### src/rtl/stream_width_packer.sv
// Narrow-to-wide stream packer: gathers RATIO beats (or fewer on in_last)
// into one registered wide word with a lane-valid mask.
module stream_width_packer #(
    parameter int DATA_WIDTH = 32,
    parameter int RATIO      = 4
) (
    input  logic                        clk,
    input  logic                        rst_n,
    input  logic                        in_valid,
    output logic                        in_ready,
    input  logic [DATA_WIDTH-1:0]       in_data,
    input  logic                        in_last,
    output logic                        out_valid,
    input  logic                        out_ready,
    output logic [DATA_WIDTH*RATIO-1:0] out_data,
    output logic [RATIO-1:0]            out_keep,
    output logic                        out_last
);

    localparam int IW = (RATIO > 1) ? $clog2(RATIO) : 1;
    localparam logic [IW-1:0] IDX_MAX = IW'(RATIO - 1);

    typedef enum logic {
        COLLECT = 1'b0,
        HOLD    = 1'b1
    } state_t;

    state_t                        state, state_nx;
    logic [IW-1:0]                 idx, idx_nx;
    logic [DATA_WIDTH*RATIO-1:0]   data_q, data_nx;
    logic [RATIO-1:0]              keep_q, keep_nx;
    logic                          last_q, last_nx;
    logic                          in_fire;
    logic                          out_fire;

    assign out_valid = (state == HOLD);
    assign in_ready  = (state == COLLECT) || out_ready;
    assign in_fire   = in_valid && in_ready;
    assign out_fire  = out_valid && out_ready;
    assign out_data  = data_q;
    assign out_keep  = keep_q;
    assign out_last  = last_q;

    // State and accumulation registers; reset discards any partial or held word.
    always_ff @(posedge clk or negedge rst_n) begin
        if (!rst_n) begin
            state  <= COLLECT;
            idx    <= '0;
            data_q <= '0;
            keep_q <= '0;
            last_q <= 1'b0;
        end else begin
            state  <= state_nx;
            idx    <= idx_nx;
            data_q <= data_nx;
            keep_q <= keep_nx;
            last_q <= last_nx;
        end
    end

    // Next-state: lane writes, word close, and same-cycle drain-and-refill.
    always_comb begin
        state_nx = state;
        idx_nx   = idx;
        data_nx  = data_q;
        keep_nx  = keep_q;
        last_nx  = last_q;

        if (out_fire && in_fire) begin
            // Old word leaves while the new beat opens the next word in lane 0.
            data_nx                 = '0;
            data_nx[DATA_WIDTH-1:0] = in_data;
            keep_nx                 = RATIO'(1);
            last_nx                 = in_last;
            if (in_last) begin
                state_nx = HOLD;
                idx_nx   = '0;
            end else begin
                state_nx = COLLECT;
                idx_nx   = IW'(1);
            end
        end else if (out_fire) begin
            data_nx  = '0;
            keep_nx  = '0;
            last_nx  = 1'b0;
            state_nx = COLLECT;
            idx_nx   = '0;
        end else if (in_fire) begin
            for (int k = 0; k < RATIO; k++) begin
                if (idx == IW'(k)) begin
                    data_nx[k*DATA_WIDTH +: DATA_WIDTH] = in_data;
                    keep_nx[k]                          = 1'b1;
                end
            end
            if (idx == IDX_MAX || in_last) begin
                state_nx = HOLD;
                last_nx  = in_last;
                idx_nx   = '0;
            end else begin
                idx_nx = idx + IW'(1);
            end
        end
    end

endmodule

### config.mk
export PLATFORM = sky130hd
export DESIGN_NAME = stream_width_packer
export DESIGN_NICKNAME = d
export VERILOG_FILES = /design/src/rtl/stream_width_packer.sv
export SDC_FILE = /design/constraint.sdc
export NUM_CORES = 1
export LEC_CHECK = 0
export CAP_MARGIN = 20
export CORE_UTILIZATION = 48
export CTS_CLUSTER_SIZE = 30
export DETAILED_ROUTE_END_ITERATION = 8
export GPL_TIMING_DRIVEN = 0
export PLACE_DENSITY = 0.8
export REMOVE_ABC_BUFFERS = 1
export SETUP_SLACK_MARGIN = 0.05
export SKIP_LAST_GASP = 1
export SYNTH_ARGS = -nofsm -noshare
export SYNTH_HDL_FRONTEND = slang
export SYNTH_SLANG_ARGS = --single-unit
### constraint.sdc
create_clock -name clk -period 1.65 [get_ports clk]
set_input_delay 0.165 -clock clk [delete_from_list [all_inputs] [get_ports clk]]
set_output_delay 0.165 -clock clk [all_outputs]
set_load 0.01 [all_outputs]
==> metrics.txt <==
Post-Syn Area=0.00607 mm^2; commonest non-fill, non-tap cells in the layout=clkdlybuf4s50_1 (166), dfrtp_1 (133), nand2_1 (98); Die Wd=114 um; worst endpoint required time=1.48 ns; die area=0.0131 mm^2; setup TNS=0 ns; clock root cell=clkbuf_16; sequential area share after synthesis=56.0%; Synth Flop Type=dfrtp_1; Clk network pwr share=30.3%; CP cell instances=clkdlybuf4s50_1; Die H=114 um; CTS tree=done; nets=770; Compound-Gate Fraction of Synth Area=14.4%; vias in the first global route=5242; switching power of the nets=3.29 mW; CTS Buf Count=17; fin crit share=98.0%; synth unique cells=29; Hold Path Class=primary input to async pin; Worst Setup Start Kind=register; input/output buffers=171; Layout area overhead=46.8%; Total GRT Usage=29.9%; crit path DAT=1.45 ns; CP endpoint kind=primary output; dpl hpwl=10.2 mm; crit-path max FO=3; final worst setup slack=0.0335 ns; Post-synth ARST share=100%; Tightest Pin Transition=0.656 ns; kind of critical path=register to primary output; Routed wire per std cell=21.9 um; warnings from Yosys=0; syn avg cell area=11.3 um^2; Clock Skew=0.00382 ns; drt drc=0; Post-Synth XOR/XNOR Area=0%; initial antenna violation count=0; clk_lat worst skew=0.42 ns; Layout Cells excl Fill=909; Routed Antenna Nets=0; Post-synth EDFFs=0; iteration count of the initial detailed-routing pass=7; register bit total from synthesis=136; adder-cell share of the synthesized area=0.824%; Initial Util=49.9%; number of I/O pins=172; DR vias=5204; share of layout cells above drive strength 1=11.5%; Clock Tree Buf Depth=2; initial detailed-routing violation count=415; Final GP Congestion=0.720; Post-Synth Simple-Gate Area=7.68%; cells after synthesis=537; vias per cell=5.72; clk slew on worst S/H paths=0.05 ns; Slew HR=56.3%; Internal Power=7.62 mW; min Tclk post-route=1.62 ns; global route overflow=0; Final Util=73.3%; largest family of logic cells by synthesized area=multiplexers; first-pass GRT wire length=29.2 mm; CP peak stage delay=0.62 ns; Hold Slack=0.326 ns; Reg power frac=39.8%; Gate power share=29.8%; pwr dens=1220 mW/mm^2; most common cell after layout, fill and taps aside=clkdlybuf4s50_1; RSZ-0062 raised after global routing=true; Fin. Hold Viols=0; DRT Wirelength=19.9 mm; max_cap viols=0; Leak=4.34 nW; Crit-path slowest cell=clkdlybuf4s50_1; Final setup viols=0; worst vdd ir=0.787 mV; Core Footprint=0.0122 mm^2; Cell Rows=40; antenna cells=0; TritonCTS sink count=136; Sw Share=30.1%; crit path buf inv count=1; H-tree Lvls=4; delay-heaviest family, CP=buffers and inverters; pin count of the biggest net entering global routing=72; max frequency=619 MHz; mux cell area share after synthesis=15.8%; status=complete, no violations; Slew Viols, Final=0; Placed Cells=843; dpl ws=-0.731 ns
## per-stage QoR
stage / power, mW / area, um^2
floorplan: 5.45 / 5780
global placement: 7.01 / 7710
detailed placement: 7.16 / 7850
CTS: 10.7 / 8690
global route: 11.4 / 8910
finish: 10.9 / 8910
## Yosys cell counts, drive strengths merged, types with 2 or more instances
master	instances	area, um^2
dfrtp	136	3400
nand2	102	403
clkbuf	10	37.5
a22o	32	280
nor2b	2	12.5
ha	4	50.1
a21oi	5	36.3
buf	29	251
inv	7	26.3
mux2i	96	961
o22ai	3	18.8
o21ai	102	510
## final cells by class
cell class | count | area (um^2)
clock buffers | 27 | 483
fillers | 802 | 3250
clock inverters | 4 | 20.0
multi-input cells | 360 | 2520
well taps | 168 | 210
inverters | 7 | 28.8
flip-flops and latches | 136 | 3410
repair buffers | 207 | 2240
## per-layer routing
metal	vias to the layer above	wire, um	share of wire, %	track usage (%)
li1	2278	-	-	-
met1	2620	7910	40	37.2
met2	256	9800	49	48.6
met3	50	1490	7.5	7.62
met4	0	690	3.5	14.5
met5	-	0	0	0
## power groups by stage
stage	clock network (mW)	registers, mW	logic [mW]
floorplan	0	4.60	0.848
global placement	0	4.39	2.62
global route	3.49	4.42	3.44
finish	3.31	4.35	3.25
CTS	3.33	4.32	3.05
detailed placement	0	4.38	2.78
## what timing repair did
action                     in CTS  in global routing
pin swaps                       2                  2
gates cloned                    6                  3
setup buffers                  13                 12
hold buffers                    1                  0
setup endpoints to repair     134                109
resized for setup              15                 26
hold endpoints to repair       65                  0
## worst register-to-register path, stage by stage (launching register included)
cell and delay [ns]:
dfrtp_2 0.48, ha_4 0.23, or4b_1 0.51, o21ai_1 0.11
o22a_1 0.21
## registers in the layout (all words and copies together), names as in the netlist
name and cells:
idx 2, out_valid 1, out_data 128, out_keep 4
out_last 1
## cell families after synthesis
logic type / Yosys count
compound gates: 145
fa+ha+maj: 4
buf+inv: 46
flops: 136
mux: 96
simple gates: 110
## final timing paths
check / startpoint / end / slack [ns] / cells past startpoint
max: out_data[124]$_DFFE_PN0P_ / out_data[124] / 0.03 / 1
min: rst_n / out_data[21]$_DFFE_PN0P_ / 0.33 / 2
max reg2reg: idx[0]$_DFFE_PN0P_ / idx[0]$_DFFE_PN0P_ / 0.04 / 4
min reg2reg: out_data[8]$_DFFE_PN0P_ / out_data[8]$_DFFE_PN0P_ / 0.50 / 1
max in group asynchronous: rst_n / out_data[25]$_DFFE_PN0P_ / 0.57 / 3
min in group clk: in_valid / out_last$_DFFE_PN0P_ / 0.46 / 3
Power figures use the tool's default switching activity.
